==> src/rtl/agc_seq_pkg.sv <==
// Shared encodings for the AGC start/restart sequencer and its debug/monitor tap.
// SEQ_STATE values are fixed; the monitor decodes them directly.
package agc_seq_pkg;

  typedef enum logic [2:0] {
    STATE_IDLE     = 3'd0,
    STATE_START    = 3'd1,
    STATE_RUN      = 3'd2,
    STATE_RST_WAIT = 3'd3,
    STATE_SBY_PEND = 3'd4,
    STATE_STANDBY  = 3'd5,
    STATE_MSTOP    = 3'd6,
    STATE_WAKE     = 3'd7
  } seq_state_e;

  // Restart pulse sub-phase layered on RUN / SBY_PEND / MSTOP.
  typedef enum logic [1:0] {
    PH_NONE = 2'd0,
    PH_ALGA = 2'd1,
    PH_GOJ1 = 2'd2
  } rst_phase_e;

  typedef struct packed {
    logic sby;
    logic alga;
    logic mstrtp;
    logic strt1;
    logic strt2;
    logic goj1;
    logic mstp;
  } seq_out_t;

  localparam int PULSE_W = 8;

  function automatic logic [7:0] sat_inc8(input logic [7:0] v);
    return (v == 8'hFF) ? v : v + 8'd1;
  endfunction

endpackage

==> src/rtl/agc_pulse_gen.sv <==
// Loadable down-counter: holds 'active' for load_val cycles after a load,
// with 'done' marking the final active cycle.
import agc_seq_pkg::*;

module agc_pulse_gen #(
  parameter int W = PULSE_W
) (
  input  logic         clk,
  input  logic         rst,
  input  logic         load,
  input  logic [W-1:0] load_val,
  output logic         active,
  output logic         done
);

  logic [W-1:0] cnt_q, cnt_d;

  always_comb begin
    cnt_d = cnt_q;
    if (load)              cnt_d = load_val;
    else if (cnt_q != '0)  cnt_d = cnt_q - 1'b1;
  end

  always_ff @(posedge clk) begin
    if (rst) cnt_q <= '0;
    else     cnt_q <= cnt_d;
  end

  assign active = (cnt_q != '0);
  assign done   = (cnt_q == W'(1));

endmodule

==> src/rtl/agc_start_sequencer.sv <==
// Drives the a2_timer start/stop/restart inputs from external requests and closes
// the GOJAM handshake. Define RESTART_COUNTER_EN to add the RST_COUNT output.
import agc_seq_pkg::*;

module agc_start_sequencer #(
  parameter int STRT_CYCLES  = 8,
  parameter int GOJ1_CYCLES  = 2,
  parameter int SBY_WAIT_MCT = 2,
  parameter int GOJAM_TMO    = 64
) (
  input  logic       CLOCK,
  input  logic       RESET,
  input  logic       REQ_SBY,
  input  logic       REQ_WAKE,
  input  logic       REQ_MSTOP,
  input  logic       REQ_MSTEP,
  input  logic       REQ_GOJ,
  input  logic       ALARM,
  input  logic       T12,
  input  logic       GOJAM,
  output logic       SBY,
  output logic       ALGA,
  output logic       MSTRTP,
  output logic       STRT1,
  output logic       STRT2,
  output logic       GOJ1,
  output logic       MSTP,
  output logic [2:0] SEQ_STATE,
  output logic       FAULT
`ifdef RESTART_COUNTER_EN
  ,
  output logic [7:0] RST_COUNT
`endif
);

  localparam logic [7:0] STRT_W   = 8'(STRT_CYCLES);
  localparam logic [7:0] GOJ1_W   = 8'(GOJ1_CYCLES);
  localparam logic [3:0] SBY_LAST = 4'(SBY_WAIT_MCT - 1);
  localparam logic [9:0] TMO_LAST = 10'(GOJAM_TMO - 1);

  seq_state_e state_q, state_d;
  rst_phase_e phase_q, phase_d;
  seq_out_t   out_q, out_d;
  logic [3:0] sby_cnt_q, sby_cnt_d;
  logic [9:0] tmo_cnt_q, tmo_cnt_d;
  logic       gojam_seen_q, gojam_seen_d;
  logic       step_q, step_d;
  logic       fault_q, fault_d;
  logic       t12_prev_q;
  logic       t12_rise;
  logic       pg_load, pg_active, pg_done;
  logic [7:0] pg_val;
`ifdef RESTART_COUNTER_EN
  logic [7:0] rst_cnt_q, rst_cnt_d;
`endif

  // One counter serves every pulse; the FSM never overlaps them.
  agc_pulse_gen #(.W(8)) u_pulse (
    .clk      (CLOCK),
    .rst      (RESET),
    .load     (pg_load),
    .load_val (pg_val),
    .active   (pg_active),
    .done     (pg_done)
  );

  assign t12_rise = T12 & ~t12_prev_q;

  always_comb begin
    state_d      = state_q;
    phase_d      = phase_q;
    sby_cnt_d    = sby_cnt_q;
    step_d       = step_q;
    fault_d      = fault_q;
    tmo_cnt_d    = '0;
    gojam_seen_d = 1'b0;
    pg_load      = 1'b0;
    pg_val       = STRT_W;
`ifdef RESTART_COUNTER_EN
    rst_cnt_d    = rst_cnt_q;
`endif

    case (state_q)
      STATE_IDLE: begin
        state_d = STATE_START;
        pg_load = 1'b1;
      end
      STATE_START, STATE_WAKE: begin
        if (pg_done) state_d = STATE_RST_WAIT;
      end
      STATE_RST_WAIT: begin
        tmo_cnt_d    = tmo_cnt_q + 10'd1;
        gojam_seen_d = gojam_seen_q | GOJAM;
        if (gojam_seen_q && !GOJAM) begin
          state_d = STATE_RUN;
        end else if (tmo_cnt_q == TMO_LAST) begin
          state_d = STATE_RUN;
          fault_d = 1'b1;
        end
      end
      STATE_RUN, STATE_SBY_PEND, STATE_MSTOP: begin
        if (pg_active) begin
          // Requests arriving during a restart pulse are dropped.
          if (pg_done) begin
            state_d = STATE_RST_WAIT;
            phase_d = PH_NONE;
`ifdef RESTART_COUNTER_EN
            rst_cnt_d = sat_inc8(rst_cnt_q);
`endif
          end
        end else if (ALARM) begin
          phase_d = PH_ALGA;
          pg_load = 1'b1;
          pg_val  = GOJ1_W;
          step_d  = 1'b0;
        end else if (REQ_GOJ) begin
          phase_d = PH_GOJ1;
          pg_load = 1'b1;
          pg_val  = GOJ1_W;
          step_d  = 1'b0;
        end else begin
          case (state_q)
            STATE_RUN: begin
              if (REQ_MSTOP) begin
                state_d = STATE_MSTOP;
                step_d  = 1'b0;
              end else if (REQ_SBY) begin
                state_d   = STATE_SBY_PEND;
                sby_cnt_d = '0;
              end
            end
            STATE_SBY_PEND: begin
              if (!REQ_SBY) begin
                state_d = STATE_RUN;
              end else if (t12_rise) begin
                if (sby_cnt_q == SBY_LAST) state_d = STATE_STANDBY;
                else                       sby_cnt_d = sby_cnt_q + 4'd1;
              end
            end
            default: begin
              // MSTOP: a step in flight must finish before leaving.
              if (step_q) begin
                if (t12_rise) begin
                  step_d = 1'b0;
                  if (!REQ_MSTOP) state_d = STATE_RUN;
                end
              end else if (!REQ_MSTOP) begin
                state_d = STATE_RUN;
              end else if (REQ_MSTEP) begin
                step_d = 1'b1;
              end
            end
          endcase
        end
      end
      STATE_STANDBY: begin
        if (REQ_WAKE || REQ_GOJ) begin
          state_d = STATE_WAKE;
          pg_load = 1'b1;
        end
      end
      default: state_d = STATE_IDLE;
    endcase

    out_d        = '0;
    out_d.sby    = (state_d == STATE_STANDBY);
    out_d.alga   = (phase_d == PH_ALGA);
    out_d.goj1   = (phase_d == PH_GOJ1);
    out_d.mstrtp = (state_d == STATE_START);
    out_d.strt1  = (state_d == STATE_START);
    out_d.strt2  = (state_d == STATE_WAKE);
    out_d.mstp   = (state_d == STATE_MSTOP) && (phase_d == PH_NONE) && !step_d;
  end

  always_ff @(posedge CLOCK) begin
    if (RESET) begin
      state_q      <= STATE_IDLE;
      phase_q      <= PH_NONE;
      out_q        <= '0;
      sby_cnt_q    <= '0;
      tmo_cnt_q    <= '0;
      gojam_seen_q <= 1'b0;
      step_q       <= 1'b0;
      fault_q      <= 1'b0;
      t12_prev_q   <= 1'b0;
`ifdef RESTART_COUNTER_EN
      rst_cnt_q    <= '0;
`endif
    end else begin
      state_q      <= state_d;
      phase_q      <= phase_d;
      out_q        <= out_d;
      sby_cnt_q    <= sby_cnt_d;
      tmo_cnt_q    <= tmo_cnt_d;
      gojam_seen_q <= gojam_seen_d;
      step_q       <= step_d;
      fault_q      <= fault_d;
      t12_prev_q   <= T12;
`ifdef RESTART_COUNTER_EN
      rst_cnt_q    <= rst_cnt_d;
`endif
    end
  end

  assign SBY       = out_q.sby;
  assign ALGA      = out_q.alga;
  assign MSTRTP    = out_q.mstrtp;
  assign STRT1     = out_q.strt1;
  assign STRT2     = out_q.strt2;
  assign GOJ1      = out_q.goj1;
  assign MSTP      = out_q.mstp;
  assign SEQ_STATE = state_q;
  assign FAULT     = fault_q;
`ifdef RESTART_COUNTER_EN
  assign RST_COUNT = rst_cnt_q;
`endif

endmodule
==> config.mk <==
export PLATFORM = sky130hd
export DESIGN_NAME = agc_start_sequencer
export DESIGN_NICKNAME = d
export VERILOG_FILES = /design/src/rtl/agc_seq_pkg.sv /design/src/rtl/agc_pulse_gen.sv /design/src/rtl/agc_start_sequencer.sv
export SDC_FILE = /design/constraint.sdc
export NUM_CORES = 1
export LEC_CHECK = 0
export CORE_AREA = 3 3 65 67
export CTS_CLUSTER_SIZE = 25
export DETAILED_ROUTE_END_ITERATION = 8
export DIE_AREA = 0 0 68 70
export GPL_TIMING_DRIVEN = 0
export PLACE_DENSITY = 0.73
export SYNTH_ARGS = -nofsm -noshare
export SYNTH_HDL_FRONTEND = slang
export SYNTH_SLANG_ARGS = --single-unit
==> constraint.sdc <==
create_clock -name CLOCK -period 2.2 [get_ports CLOCK]
set_clock_uncertainty 0.15 [all_clocks]
set_input_delay 0.22 -clock CLOCK [delete_from_list [all_inputs] [get_ports CLOCK]]
set_output_delay 0.22 -clock CLOCK [all_outputs]
set_load 0.03 [all_outputs]
==> reports/results.ini, run 1 <==
[run_status]
outcome = finished clean

[clock_tree]
cts_tree = done
clk-insertion-delay-late_ns = 0.28
clk_pin_slew_ns = 0.07
htreeDepth = 2
clockRootBuffer = clkbuf_8
cts_buffers = 5
cts_hold_repair.buffers = 0
clock_path_buffers = 2
cts_sinks = 37

[global_routing]
first_global_vias = 1671
grt_overflow_total = 0
track_usage = 0.193
grt_max_degree = 12
grt_antenna_before_repair = 0
grt_pass1_wl_um = 7210

[route]
vias = 1699
via_per_inst = 5.39
wl_um = 4280
wl_per_cell_um = 13.6
drc = 0
drt-initial-drc-count = 144
antenna_left = 0
dr.pass1.iters = 4

[worst_setup_path]
worstSetupEndpointType = flip-flop
ff2ff_path_depth = 10
arrival_ns = 2.26
critPathMaxFanout = 5
r2r_start = u_pulse.cnt_q[1]
r2r_slack_ns = 0.0005
cpLargestDelayFamily = simple AND/OR/NAND/NOR gates
r2r-end = STRT1
critPathRequiredTime_ns = 2.26
path_buf_inv = 3
slowest_delay_ns = 0.37
worstSetupPathType = reg -> reg
worstPathCellList = inv_2, ha_4, or3b_4, buf_8, buf_4, nor3_2, a21oi_1, nand2_1, o311a_4, nor3b_1
crit_slowest_cell = or3b_4
critPathLaunchType = flip-flop

[placement]
place.gp.congestion = 0.982
dp.cells = 286
hpwl_um = 2870
io_buffers = 20

[worst_hold_path]
hold_class = reg -> reg
hold_end = tmo_cnt_q[0]
hold_depth = 1
min_from = tmo_cnt_q[0]

[synthesis]
syn_nets = 233
ys_seq_area_frac = 0.405
yosys_warnings = 0
netlist_instances = 218
netlist_top_cells_area = dfxtp_1 41%, nor2_1 7.4%, xor2_1 4.3%
synthFlopType = dfxtp_1
synth_area_um2 = 1830
synth.avg_cell_area_um2 = 8.38
synth_cell_types = 49
synth_top_area_frac = 0.405
synth_seq_cells = 37
synthArstFlopShare = 0
synth_most_common_cell = dfxtp_1
yosys.area.top_type = dfxtp_1
synth_edf_count = 0
netlist_top_cells_count = 37 x dfxtp_1, 36 x nor2_1, 16 x nand2_1

[timing]
setup_viol = 0
post-route-min-period_ns = 2.20
tightest_slew_ns = 0.533
fmax_mhz = 455
fin_crit_sh = 1.00
slew_headroom = 0.645
hold_viol_final = 0
slew_violations = 0
whs_ns = 0.285
fin_tns_setup_ns = 0
rsz0062_at_grt = yes

[die]
ios = 21
num_rows = 22
core_area_um2 = 3690
start_util = 0.495
dieHeight_um = 70
die_x_um = 68
die-area_um2 = 4760

[layout]
area.growth.synth_to_final_pct = 38.2
fin_util = 0.685
multi_input_area_um2 = 1190
drive_gt1_frac = 0.277
layout.nets = 281
instances_no_fill = 315
fill_cells = 312
final-seq-area_um2 = 753
antenna_cells = 0

[power_and_ir_drop]
power_density_nw_per_um2 = 1070
p_total_mw = 2.71
leakagePower_nw = 0.959
ir_worst_vdd_mv = 0.635

[job]
maxCapViolCount = 0

-- repair_timing --
| action | 4_1_cts | 5_1_grt |
|---|---|---|
| gates resized for setup | 16 | 25 |
| setup buffers | 12 | 11 |
| endpoints found under the setup margin | 7 | 10 |
| pin swaps | 7 | 10 |
-- where the power goes --
part | leakage (nW) | switching (mW) | internal, mW
clock network | 0.0450 | 0.231 | 0.219
registers | 0.305 | 0.122 | 0.756
logic | 0.609 | 0.704 | 0.678
total | 0.959 | 1.06 | 1.65
-- cell usage in the layout, fill, tap and decap left out, drive strengths merged, types with 2 or more instances in the layout --
| master | synthesis | final |
|---|---|---|
| nor4 | 3 | 3 |
| xnor2 | 4 | 4 |
| nand4 | 2 | 2 |
| nor3 | 11 | 11 |
| a211oi | 3 | 3 |
| clkdlybuf4s50 | 0 | 20 |
| or3 | 3 | 3 |
| nand2b | 3 | 3 |
| nor2 | 36 | 36 |
| xor2 | 9 | 9 |
| nor2b | 8 | 8 |
| clkinv | 0 | 2 |
| o21ai | 6 | 6 |
| or2 | 3 | 3 |
| a21oi | 12 | 12 |
| nand3 | 7 | 7 |
| buf | 2 | 25 |
| nand2 | 17 | 17 |
| inv | 9 | 9 |
| o211ai | 5 | 5 |
| dfxtp | 37 | 37 |
| a22oi | 3 | 3 |
| mux2i | 2 | 2 |
| ha | 5 | 5 |
| nor3b | 5 | 5 |
| o221ai | 2 | 2 |
| or4 | 2 | 2 |
| clkbuf | 5 | 9 |
-- final cells by class --
type                            count  share of cell area
Multi-Input combinational cell    165               0.471
Tap cell                           48              0.0238
Clock buffer                        6              0.0287
Sequential cell                    37               0.298
Timing Repair Buffer               42               0.145
Clock inverter                      2             0.00396
Inverter                            9              0.0134
Buffer                              6              0.0159
-- stage by stage --
stage	area (um^2)	setup WS, ns
detailed placement	2110	-0.339
finish	2520	0.000459
CTS	2360	-0.00388
floorplan	1850	0.00935
global route	2520	-0.146
global placement	2110	-0.415
-- worst register-to-register path: cells and delay by family (launching register included) --
family	cells	cell delay, ns
compound gates	2	0.30
buf+inv	3	0.35
flops	1	0.34
simple gates	4	0.84
fa+ha+maj	1	0.13
-- how the worst max path moves through the flow --
stage                startpoint  endpoint  depth (start not counted)
6_report       u_pulse.cnt_q[1]     STRT1                         10
5_1_grt        u_pulse.cnt_q[1]      MSTP                          9
4_1_cts        u_pulse.cnt_q[0]      MSTP                          9
3_5_place_dp       SEQ_STATE[0]      MSTP                          7
3_3_place_gp       SEQ_STATE[0]      MSTP                          7
2_1_floorplan  u_pulse.cnt_q[0]      MSTP                          9
-- state kept, by name, summed over array words and instances, names as in the netlist, 2 cells and up --
| signal | cells |
|---|---|
| phase_q | 2 |
| sby_cnt_q | 4 |
| tmo_cnt_q | 10 |
| u_pulse.cnt_q | 8 |
| SEQ_STATE | 3 |
-- kinds of logic after synthesis --
family                   after synthesis  synth area share
flip-flops                            37             0.405
multiplexers                           3            0.0171
AND/OR/NAND/NOR                      105             0.302
AO/OA/AOI/OAI                         39             0.144
XOR/XNOR                              13            0.0623
adder cells (fa/ha/maj)                5            0.0342
buffers and inverters                 16            0.0349
-- metal layers --
metal  share of wire  vias to the layer above  track usage
met5               0                        -            0
met1            0.45                      798        0.243
met3           0.050                        4       0.0482
met4           0.010                        0       0.0618
met2            0.49                       37        0.314
li1                -                      860            -
Power figures use the tool's default switching activity.
==> inputs of run 2 (changes only) <==
Settings changed: CORE_AREA 3 3 65 67 to 2 2 64 66, DIE_AREA 0 0 68 70 to 0 0 66 68.
==> reports/results.ini, run 2 (synthesized netlist as in run 1, its figures left out) <==
[global_routing]
grt_max_degree = 13
first_global_vias = 1403
grt_overflow_total = 0
grt_antenna_before_repair = 0
track_usage = 0.188
grt_pass1_wl_um = 6390

[job]
maxCapViolCount = 0

[clock_tree]
htreeDepth = 2
clk_pin_slew_ns = 0.08
clockRootBuffer = clkbuf_8
cts_tree = done
cts_hold_repair.buffers = 0
clk-insertion-delay-late_ns = 0.29
cts_buffers = 5
clock_path_buffers = 2
cts_sinks = 37

[layout]
final_cell_mix = 36 x nor2_1, 32 x dfxtp_1, 20 x clkdlybuf4s50_1, 16 x nand2_1, 12 x a21oi_1
finalInstanceArea_um2 = 2330
fin_util = 0.604
top_register = tmo_cnt_q
antenna_cells = 0
reg_top3 = tmo_cnt_q: 10 flops, u_pulse.cnt_q: 8 flops, sby_cnt_q: 4 flops
layout.nets = 262
fill_cells = 346
mostFrequentLayoutCell = nor2_1
drive_gt1_frac = 0.153
area.growth.synth_to_final_pct = 27.4
instances_no_fill = 298
largest_reg_flops = 10

[worst_setup_path]
critPathLaunchType = flip-flop
path_buf_inv = 1
crit_slowest_cell = or4_4
critPathRequiredTime_ns = 2.25
arrival_ns = 2.28
worstSetupEndpointType = flip-flop
cpLargestDelayFamily = simple AND/OR/NAND/NOR gates
slowest_delay_ns = 0.59
critPathMaxFanout = 4
worstSetupPathType = reg -> reg
worstPathCellList = or4_4, buf_12, nor4_4, nand2_2, a22oi_2, o211ai_1, nor4b_2

[route]
drt-initial-drc-count = 61
via_per_inst = 5.35
antenna_left = 0
dr.pass1.iters = 5
wl_per_cell_um = 13.4
drc = 0
vias = 1595
wl_um = 3980

[die]
ios = 21
die-area_um2 = 4490
num_rows = 23
core_area_um2 = 3860
start_util = 0.474
die_x_um = 66
dieHeight_um = 68

[power_and_ir_drop]
leakagePower_nw = 0.837
combPwrFrac = 0.450
ir_worst_vdd_mv = 0.509
intPower_mw = 1.69
power.clock.fraction = 0.226
power_density_nw_per_um2 = 1160
p_seq_frac = 0.324
power_switching_mw = 0.999
swShare = 0.371

[timing]
setup_viol = 1
fin_crit_sh = 1.01
whs_ns = 0.311
post-route-min-period_ns = 2.22
slew_headroom = 0.640
tightest_slew_ns = 0.539
hold_viol_final = 0
slew_violations = 0
worst_slack_ns = -0.0248
fmax_mhz = 449
rsz0062_at_grt = yes

[placement]
place.gp.congestion = 0.839
io_buffers = 20
dp.cells = 288
place_area_um2 = 2110
hpwl_um = 2820

[run_status]
violations = setup timing
outcome = finished with violations

[worst_hold_path]
hold_class = reg -> reg

run 2: path summary, 6_finish.rpt:
kind | depth (start not counted) | start | to | slack [ns]
setup / recovery | 7 | u_pulse.cnt_q[7] | MSTP | -0.02
hold / removal | 1 | tmo_cnt_q[0] | tmo_cnt_q[0] | 0.31
setup reg to reg | 7 | u_pulse.cnt_q[7] | MSTP | -0.02
hold reg to reg | 1 | tmo_cnt_q[0] | tmo_cnt_q[0] | 0.31
run 2: metrics by stage:
stage | total power [mW] | setup TNS, ns | setup WS, ns
2_1_floorplan | 1.64 | 0 | 0.00935
3_3_place_gp | 1.88 | -0.894 | -0.214
3_5_place_dp | 1.89 | -0.935 | -0.191
4_1_cts | 2.69 | -0.0286 | -0.0286
5_1_grt | 2.86 | -0.388 | -0.130
6_report | 2.69 | -0.0248 | -0.0248
run 2: layer usage:
layer / track usage / routed length (um) / part of all wire
met4: 0.0842 / 68 / 0.017
met1: 0.229 / 1820 / 0.46
met3: 0.0444 / 150 / 0.038
met2: 0.317 / 1940 / 0.49
met5: 0 / 0 / 0
run 2: area by class of cell:
cell class / instances / area, um^2 / area share
Buffer: 6 / 38.8 / 0.0167
Clock buffer: 6 / 82.6 / 0.0355
Clock inverter: 2 / 37.5 / 0.0161
Inverter: 9 / 33.8 / 0.0145
Multi-Input combinational cell: 165 / 1090 / 0.468
Sequential cell: 37 / 747 / 0.321
Tap cell: 50 / 62.6 / 0.0269
Timing Repair Buffer: 23 / 235 / 0.101
run 2: power by group through the flow:
| stage | Clock (mW) | Combinational, mW | Sequential (mW) |
|---|---|---|---|
| floorplan | 0 | 0.760 | 0.883 |
| global placement | 0 | 1.03 | 0.845 |
| detailed placement | 0 | 1.04 | 0.848 |
| CTS | 0.622 | 1.21 | 0.852 |
| global route | 0.656 | 1.31 | 0.889 |
| finish | 0.607 | 1.21 | 0.873 |
run 2: timing repair:
item / 4_1_cts / 5_1_grt
buffers inserted: 2 / 1
setup endpoints to repair: 7 / 10
pin swaps: 2 / 1
resized for setup: 12 / 4
